<file path="src/rtl/imem_loader_if.sv">
// imem_loader_if: byte-stream input and instruction-memory write port of the loader.
interface imem_loader_if;
    logic        in_valid;
    logic [7:0]  in_byte;
    logic        in_ready;
    logic        mem_we;
    logic [31:0] mem_addr;
    logic [31:0] mem_wd;
    modport master (input in_valid, in_byte, output in_ready, mem_we, mem_addr, mem_wd);
    modport slave  (output in_valid, in_byte, input in_ready, mem_we, mem_addr, mem_wd);
endinterface

</file>
<file path="src/rtl/imem_loader.sv">
// imem_loader: assembles a big-endian byte stream into words and writes them to
// instruction memory, holding the core in reset until the load completes.
module imem_loader #(
    parameter int DEPTH = 32,
    parameter int CW    = $clog2(DEPTH) + 1
) (
    input  logic          clk,
    input  logic          rst_n,
    input  logic          start,
    input  logic [CW-1:0] word_count,
    imem_loader_if.master bus,
    output logic          busy,
    output logic          done,
    output logic          err,
    output logic          cpu_rst_n
);
    typedef enum logic [1:0] {IDLE, RECV, WRITE, DONE} state_t;
    localparam logic [CW-1:0] DEPTH_W = CW'(DEPTH);
    state_t        state;
    logic [CW-1:0] count;
    logic [CW-1:0] word_index;
    logic [1:0]    byte_cnt;
    logic [23:0]   sr;
    logic          count_ok;
    assign count_ok = (word_count != '0) && (word_count <= DEPTH_W);
    // Outputs are registered alongside each transition so they track the state exactly.
    always_ff @(posedge clk or negedge rst_n) begin
        if (!rst_n) begin
            state        <= IDLE;
            count        <= '0;
            word_index   <= '0;
            byte_cnt     <= '0;
            sr           <= '0;
            bus.in_ready <= 1'b0;
            bus.mem_we   <= 1'b0;
            bus.mem_addr <= '0;
            bus.mem_wd   <= '0;
            busy         <= 1'b0;
            done         <= 1'b0;
            err          <= 1'b0;
            cpu_rst_n    <= 1'b0;
        end else begin
            bus.mem_we <= 1'b0;
            case (state)
                IDLE, DONE: begin
                    if (start && count_ok) begin
                        count        <= word_count;
                        word_index   <= '0;
                        byte_cnt     <= '0;
                        err          <= 1'b0;
                        done         <= 1'b0;
                        cpu_rst_n    <= 1'b0;
                        busy         <= 1'b1;
                        bus.in_ready <= 1'b1;
                        state        <= RECV;
                    end else if (start) begin
                        err <= 1'b1;
                    end
                end
                RECV: begin
                    if (bus.in_valid && bus.in_ready) begin
                        sr       <= {sr[15:0], bus.in_byte};
                        byte_cnt <= byte_cnt + 2'd1;
                        if (byte_cnt == 2'd3) begin
                            bus.in_ready <= 1'b0;
                            bus.mem_we   <= 1'b1;
                            bus.mem_addr <= 32'({word_index, 2'b00});
                            bus.mem_wd   <= {sr, bus.in_byte};
                            state        <= WRITE;
                        end
                    end
                end
                WRITE: begin
                    if (word_index == count - CW'(1)) begin
                        busy      <= 1'b0;
                        done      <= 1'b1;
                        cpu_rst_n <= 1'b1;
                        state     <= DONE;
                    end else begin
                        word_index   <= word_index + CW'(1);
                        byte_cnt     <= '0;
                        bus.in_ready <= 1'b1;
                        state        <= RECV;
                    end
                end
                default: state <= IDLE;
            endcase
        end
    end
endmodule

</file>
<file path="src/flat_wrapper.sv">
// flat-port wrapper written by rule: the top's interface ports become plain ports
module imem_loader_flat 
#(
    parameter int DEPTH = 32,
    parameter int CW    = $clog2(DEPTH) + 1
)
  (clk, rst_n, start, word_count, busy, done, err, cpu_rst_n, bus_in_valid, bus_in_byte, bus_in_ready, bus_mem_we, bus_mem_addr, bus_mem_wd);
  imem_loader_if bus_i ();
  input  logic clk;
  input  logic rst_n;
  input  logic start;
  input  logic [CW-1:0] word_count;
  output logic busy;
  output logic done;
  output logic err;
  output logic cpu_rst_n;
  input wire logic [$bits(bus_i.in_valid)-1:0] bus_in_valid;
  input wire logic [$bits(bus_i.in_byte)-1:0] bus_in_byte;
  output wire logic [$bits(bus_i.in_ready)-1:0] bus_in_ready;
  output wire logic [$bits(bus_i.mem_we)-1:0] bus_mem_we;
  output wire logic [$bits(bus_i.mem_addr)-1:0] bus_mem_addr;
  output wire logic [$bits(bus_i.mem_wd)-1:0] bus_mem_wd;
  assign bus_i.in_valid = bus_in_valid;
  assign bus_i.in_byte = bus_in_byte;
  assign bus_in_ready = bus_i.in_ready;
  assign bus_mem_we = bus_i.mem_we;
  assign bus_mem_addr = bus_i.mem_addr;
  assign bus_mem_wd = bus_i.mem_wd;
  imem_loader #(.DEPTH(DEPTH), .CW(CW)) u_core (.clk(clk), .rst_n(rst_n), .start(start), .word_count(word_count), .bus(bus_i), .busy(busy), .done(done), .err(err), .cpu_rst_n(cpu_rst_n));
endmodule
</file>
<file path="config.mk">
export PLATFORM = sky130hd
export DESIGN_NAME = imem_loader_flat
export DESIGN_NICKNAME = d
export VERILOG_FILES = /design/src/rtl/imem_loader_if.sv /design/src/rtl/imem_loader.sv /design/src/flat_wrapper.sv
export SDC_FILE = /design/constraint.sdc
export NUM_CORES = 1
export LEC_CHECK = 0
export ABC_AREA = 1
export CAP_MARGIN = 25
export CORE_MARGIN = 2
export CORE_UTILIZATION = 54
export DETAILED_ROUTE_END_ITERATION = 12
export HOLD_SLACK_MARGIN = 0.08
export PLACE_DENSITY = 0.95
export SLEW_MARGIN = 20
export SYNTH_ARGS = -nofsm -noshare
export SYNTH_HDL_FRONTEND = slang
export SYNTH_SLANG_ARGS = --single-unit
</file>
<file path="constraint.sdc">
create_clock -name clk -period 2.6 [get_ports clk]
set_input_delay 0.52 -clock clk [delete_from_list [all_inputs] [get_ports clk]]
set_output_delay 0.52 -clock clk [all_outputs]
set_load 0.05 [all_outputs]
</file>
==> summary.txt, run 1 <==
Critical path
  • Worst Setup Start Kind: flip-flop
  • CP cell instances: clkdlybuf4s50_1
  • CP arrival: 1.57 ns
  • Critical Path Max Stage Delay: 0.84 ns
  • Crit path kind: reg -> out
  • Crit path buf inv count: 1
  • Critical path peak fanout: 2
  • Worst EP required: 2.08 ns
  • Slowest-stage cell, CP: clkdlybuf4s50_1
  • Worst path top cell family by delay: buffers and inverters
  • CP endpoint kind: output pin

Yosys
  • Seq cells post-synth: 83
  • Synth Area per Inst: 9.228 um^2
  • Area share of the leading cell type in the synthesized netlist: 0.5411
  • Top cells by count, synth: nand2_1, dfrtp_1, nor2_1, inv_1, buf_4
  • Top cells by area, synth: dfrtp_1, nand2_1, buf_4
  • Ys async rst share: 1.000
  • Area leader, netlist: dfrtp_1
  • Top_reg_cell synth: dfrtp_1
  • Synthesized area: 3839 um^2
  • Mapped Cells: 416
  • Sequential element share of the synthesized area: 0.5411
  • YS warnings: 0
  • Cell with the most instances after synthesis: nand2_1
  • Library cells used by synthesis: 30
  • Post-synth EDFFs: 0

Power and ir drop
  • P_leak: 2.300 nW
  • Clock power share: 0.156
  • P per Cell Area: 1301 nW/um^2
  • Combinational share of power: 0.491
  • Switching share of power: 0.4649
  • NetSw: 0.002802 W
  • Max VDD drop: 0.6552 mV
  • Sequential power share: 0.353
  • Pint: 0.003225 W

Floorplan
  • Die Height: 88.31 um
  • Die Area: 7799 um^2
  • Core Area: 6832 um^2
  • Core Rows: 30
  • Die width: 88.31 um
  • I/O Pins: 88
  • Initial Utilization: 0.5619

Clock tree
  • CTS resizes: 0
  • Clock buffer depth: 2
  • Clock Tree Root: clkbuf_8
  • Clock transition at path regs: 0.09 ns
  • Hold buffers post-CTS: 0
  • Total CTS buffers: 9
  • Post-CTS setup buffers: 0
  • H-Tree Depth: 3
  • Clock Latency Late Sink: 0.36 ns
  • TritonCTS Sinks: 83
  • TritonCTS clock tree: done

GRT
  • Vias in the first global route: 2653
  • Total gr overflow: 0
  • Initial antenna violation count: 0
  • Largest net degree at the start of global routing: 78
  • Tot GR Track Use: 0.2046
  • First-pass GRT wire length: 12140 um

Timing
  • RSZ-0062 raised after global routing: no
  • Max Transition Viols Final: 0
  • Period utilisation layout: 0.8039
  • Worst slew pin tran: 0.9339 ns
  • Maximum clock frequency: 478.4 MHz
  • Fin crit period: 2.090 ns
  • Final clock skew: 0.01239 ns
  • Final setup viols: 0
  • Final count of hold timing violations: 0
  • Rel. slew slack: 0.3774
  • Fin Hold WS: 0.2869 ns
  • TNS Setup: 0 ns

Run
  • Max cap viols: 0

Final layout
  • Layout area overhead: 20.70%
  • Nets: 504
  • Diodes inserted: 0
  • Layout cell share with drive strength beyond 1: 0.1196

Routing
  • Via Count: 2858
  • DRT Pass-1 Iters: 4
  • DRC: 0
  • Remaining antenna violation count: 0
  • DR WL/cell: 12.77 um
  • Total routed wirelength: 7418 um
  • First DRT Iteration DRCs: 208
  • Vias per inst: 4.919

Placement
  • HPWL after detailed placement: 5317 um
  • Gpl congestion: 0.8573
  • Port bufs: 61

Hold path
  • Hold Path Class: in -> async

Run status
  • Outcome: complete, no violations
## power groups by stage
stage	combinational, W	sequential (W)	clock, W
6_report	0.00296	0.00213	0.000940
5_1_grt	0.00319	0.00219	0.00101
4_1_cts	0.00298	0.00213	0.000953
3_5_place_dp	0.00296	0.00214	0
3_3_place_gp	0.00285	0.00212	0
2_1_floorplan	0.00121	0.00301	0
## per-layer routing
metal | global-route usage | up-vias | share of wire
met3 | 0.04664 | 9 | 0.047
met2 | 0.3383 | 90 | 0.51
met5 | 0 | - | 0
met4 | 0.08264 | 0 | 0.016
li1 | - | 1393 | -
met1 | 0.2629 | 1366 | 0.43
## worst paths after layout
| path | from | end | slack, ns | cells past startpoint |
|---|---|---|---|---|
| min in group clk | u_core.sr[19] | u_core.sr[19] | 0.49 | 2 |
| max reg2reg | u_core.count[0] | u_core.word_index[2] | 0.74 | 12 |
| max in group asynchronous | rst_n | u_core.bus.mem_wd[17] | 1.65 | 2 |
| max | u_core.bus.mem_wd[7] | bus_mem_wd[7] | 0.51 | 1 |
| min reg2reg | u_core.sr[19] | u_core.sr[19] | 0.49 | 2 |
| min | rst_n | u_core.busy | 0.29 | 1 |
## cell type report
| type | count | area [um^2] |
|---|---|---|
| multi-input cells | 279 | 1431 |
| fillers | 500 | 2198 |
| flip-flops and latches | 83 | 2077 |
| clock buffers | 10 | 127.6 |
| inverters | 40 | 150.1 |
| clock inverters | 6 | 73.82 |
| repair buffers | 67 | 653.1 |
| well taps | 96 | 120.1 |
## flip-flops by register name (all words and copies together) (netlist names)
signal,cells
u_core.sr,24
u_core.count,6
u_core.bus.mem_wd,32
u_core.bus.mem_addr,6
u_core.state,2
u_core.busy,1
u_core.err,1
u_core.word_index,6
u_core.byte_cnt,2
u_core.bus.mem_we,1
u_core.bus.in_ready,1
u_core.done,1
## placed cells by master, fill, tap and decap left out, types with 2 or more instances in the layout
| master | instances |
|---|---|
| conb_1 | 26 |
| ha_1 | 6 |
| nand2_2 | 5 |
| inv_1 | 34 |
| inv_2 | 6 |
| dfrtp_1 | 83 |
| mux2_2 | 17 |
| clkbuf_8 | 9 |
| nand3_1 | 12 |
| a21oi_1 | 29 |
| nand3b_1 | 2 |
| clkinvlp_4 | 2 |
| o21ai_0 | 27 |
| buf_4 | 7 |
| nor3b_1 | 2 |
| nor2_2 | 2 |
| nand2_1 | 94 |
| nor2_1 | 45 |
| clkdlybuf4s50_1 | 60 |
| xor2_1 | 3 |
## cell families (layout without fill, tap and decap cells)
logic type	Yosys count	in the layout	synth area share
simple gates	166	166	0.1861
flops	83	83	0.5411
buf+inv	79	123	0.1105
compound gates	60	60	0.08279
mux	17	17	0.04987
fa+ha+maj	6	6	0.01956
xor+xnor	4	4	0.009128
other cells	1	26	0.0009769
## stage by stage
stage	setup WS, ns	util	power [W]	cells	area [um^2]
floorplan	0.8019	-	0.004218	441	3933
global placement	0.4798	0.6487	0.004969	565	4432
detailed placement	0.3988	0.6487	0.005101	565	4432
CTS	0.4961	0.6782	0.006058	581	4633
global route	0.4685	0.6782	0.006394	581	4633
finish	0.5098	0.6782	0.006026	581	4633
(Power assumes the default switching activity.)
==> run 2: changes to the inputs <==
Settings changed: CORE_UTILIZATION 54 to 45, PLACE_DENSITY 0.95 to 0.87.
Clock period 2.6 ns to 1.8 ns, I/O delays scaled along.
==> summary.txt, run 2 (synthesis results as in run 1) <==
Run status
  • Outcome: complete, no violations

GRT
  • Vias in the first global route: 2809 (+5.9%)
  • Met2 usage: 0.2847 (-0.05362)
  • First-pass GRT wire length: 12550 um (+3.4%)
  • Met1 Use GR: 0.2303 (-0.03263)
  • Largest net degree at the start of global routing: 36 (-54%)
  • Met3 Use GR: 0.04150 (-0.005138)
  • Initial antenna violation count: 0 (unchanged)
  • Total gr overflow: 0 (unchanged)
  • Global routing's busiest layer: met2
  • Tot GR Track Use: 0.1768 (-0.02780)

Final layout
  • Area occupied by multi-input gates: 1483 um^2 (+3.6%)
  • Most frequent cells in the layout: nand2_1, dfrtp_1, buf_4
  • Nets: 518 (+2.8%)
  • Layout cell share with drive strength beyond 1: 0.2485 (+0.1289)
  • Final Cell Area: 4761 um^2 (+2.8%)
  • Layout fillers: 710 (+42%)
  • Diodes inserted: 0 (unchanged)
  • Leading cell type in the layout, fill and taps excluded: nand2_1
  • Largest registers: u_core.bus.mem_wd x32, u_core.sr x24
  • Largest register FFs: 32 (unchanged)
  • Top reg by flops: u_core.bus.mem_wd
  • Register Area: 2077 um^2 (unchanged)
  • Layout area overhead: 24.02%

Timing
  • Final clock skew: 0.01299 ns (+0.0005968 ns)
  • RSZ-0062 raised after global routing: yes
  • Max Transition Viols Final: 0 (unchanged)
  • Fin Hold WS: 0.4530 ns (+0.1661 ns)
  • Maximum clock frequency: 573.8 MHz
  • Period utilisation layout: 0.9682
  • Final setup viols: 0 (unchanged)
  • Fin crit period: 1.743 ns
  • Final count of hold timing violations: 0 (unchanged)

Floorplan
  • I/O Pins: 88 (unchanged)
  • Initial Utilization: 0.4648 (-0.09706)
  • Die Area: 9285 um^2 (+19%)
  • Die width: 96.36 um (+9.1%)
  • Core Rows: 33 (+10%)
  • Die Height: 96.36 um (+9.1%)
  • Core Area: 8258 um^2 (+21%)

Critical path
  • Crit path kind: reg -> reg
  • Worst EP required: 2.04 ns (-0.04 ns)
  • Reg2reg end: u_core.byte_cnt[0]
  • CP arrival: 1.98 ns (+0.41 ns)
  • R2R depth: 12 (unchanged)
  • Crit path buf inv count: 3 (+2)
  • CP cell instances: inv_2, ha_4, inv_2, nand2_1, nand2_1, nor2_1, nand2_1, nor2_4, buf_6, nand4_4, nand3_1, nand2_1
  • R2R Setup Slk: 0.06 ns (-0.68 ns)
  • Critical path peak fanout: 6 (+4)
  • Worst path top cell family by delay: simple AND/OR/NAND/NOR gates
  • Reg2reg start: u_core.count[0]
  • Critical Path Max Stage Delay: 0.38 ns (-0.46 ns)
  • Critical Path Stages: 12 (+11)
  • Worst Setup Start Kind: flip-flop
  • CP endpoint kind: flip-flop
  • Slowest-stage cell, CP: dfrtp_1
  • Most frequent cell on the critical path: nand2_1

Routing
  • Total routed wirelength: 7500 um (+1.1%)
  • Remaining antenna violation count: 0 (unchanged)
  • First DRT Iteration DRCs: 160 (-23%)
  • Via Count: 2875 (+0.59%)
  • DRT Pass-1 Iters: 4 (unchanged)
  • DRC: 0 (unchanged)
  • Vias per inst: 4.760 (-3.2%)
  • DR WL/cell: 12.42 um (-2.7%)

Power and ir drop
  • P per Cell Area: 1885 nW/um^2 (+45%)
  • NetSw: 0.004137 W (+48%)
  • Sequential power share: 0.342 (-0.011)
  • Clock power share: 0.167 (+0.011)
  • P_leak: 2.474 nW (+7.6%)
  • Switching share of power: 0.4609 (-0.003979)
  • Combinational share of power: 0.491 (about the same)
  • Max VDD drop: 0.9056 mV (+38%)
  • Pint: 0.004838 W (+50%)

Hold path
  • Hold Path Class: in -> async

Clock tree
  • Clock transition at path regs: 0.09 ns (about the same)
  • TritonCTS Sinks: 83 (unchanged)
  • Clock buffer depth: 2 (unchanged)
  • H-Tree Depth: 3 (unchanged)
  • Clock Latency Late Sink: 0.35 ns (about the same)
  • Total CTS buffers: 9 (unchanged)
  • Clock Tree Root: clkbuf_8
  • TritonCTS clock tree: done

Placement
  • Port bufs: 61 (unchanged)
  • Area after DPL: 4443 um^2 (+0.25%)
  • Gpl congestion: 0.8472 (-1.2%)
  • HPWL after detailed placement: 5462 um (+2.7%)

Run
  • Max cap viols: 0 (unchanged)
==> run 2: stage by stage <==
step / setup TNS [ns] / instances / setup WS (ns) / utilization / power (W)
detailed placement: -2.063 / 582 / -0.08439 / 0.5380 / 0.007316
finish: 0 / 604 / 0.05724 / 0.5765 / 0.008975
CTS: 0 / 600 / 0.004430 / 0.5683 / 0.008856
global placement: -0.1826 / 582 / -0.02569 / 0.5380 / 0.007153
global route: -0.2967 / 604 / -0.04956 / 0.5765 / 0.009574
floorplan: 0 / 441 / 0.001878 / - / 0.006093
==> run 2: worst max-delay path by stage <==
stage                                         to                start  slack (ns)
after floorplan           u_core.bus.mem_addr[7]  u_core.bus.in_ready       0.002
after detailed placement    u_core.word_index[2]        word_count[1]       -0.08
after global placement      u_core.word_index[5]        word_count[1]       -0.03
after global routing        u_core.word_index[3]      u_core.count[0]       -0.05
final                         u_core.byte_cnt[0]      u_core.count[0]        0.06
after CTS                   u_core.word_index[2]      u_core.count[0]       0.004
==> run 2: timing repair <==
| action | 4_1_cts | 5_1_grt |
|---|---|---|
| setup buffers | 0 | 4 |
| pin swaps | 0 | 5 |
| gates resized for setup | 1 | 11 |
| hold buffers | 1 | 0 |
| endpoints found under the hold margin | 25 | 0 |
| gates cloned | 1 | 0 |
| setup endpoints to repair | 1 | 12 |
==> run 2: worst register-to-register path: stages, from the launching register on <==
cell,delay [ns]
dfrtp_1,0.38
inv_2,0.07
ha_4,0.27
inv_2,0.03
nand2_1,0.04
nand2_1,0.04
nor2_1,0.08
nand2_1,0.10
nor2_4,0.17
buf_6,0.13
nand4_4,0.13
nand3_1,0.13
nand2_1,0.07
==> run 2: routing by layer <==
metal / part of all wire / wire length (um)
met1: 0.43 / 3258
met2: 0.50 / 3782
met3: 0.050 / 377
met4: 0.011 / 82
met5: 0 / 0
==> run 2: area by class of cell <==
class	count	share of cell area
well taps	105	0.02760
multi-input cells	280	0.3114
flip-flops and latches	83	0.4363
clock buffers	9	0.02602
clock inverters	7	0.02076
repair buffers	80	0.1464
inverters	40	0.03154
==> run 2: power groups by stage <==
stage                     Clock [W]  Sequential [W]  Combinational [W]
after floorplan                   0         0.00434            0.00175
after global placement            0         0.00307            0.00408
after detailed placement          0         0.00311            0.00421
after CTS                   0.00152         0.00308            0.00426
after global routing        0.00163         0.00316            0.00478
final                       0.00150         0.00307            0.00440
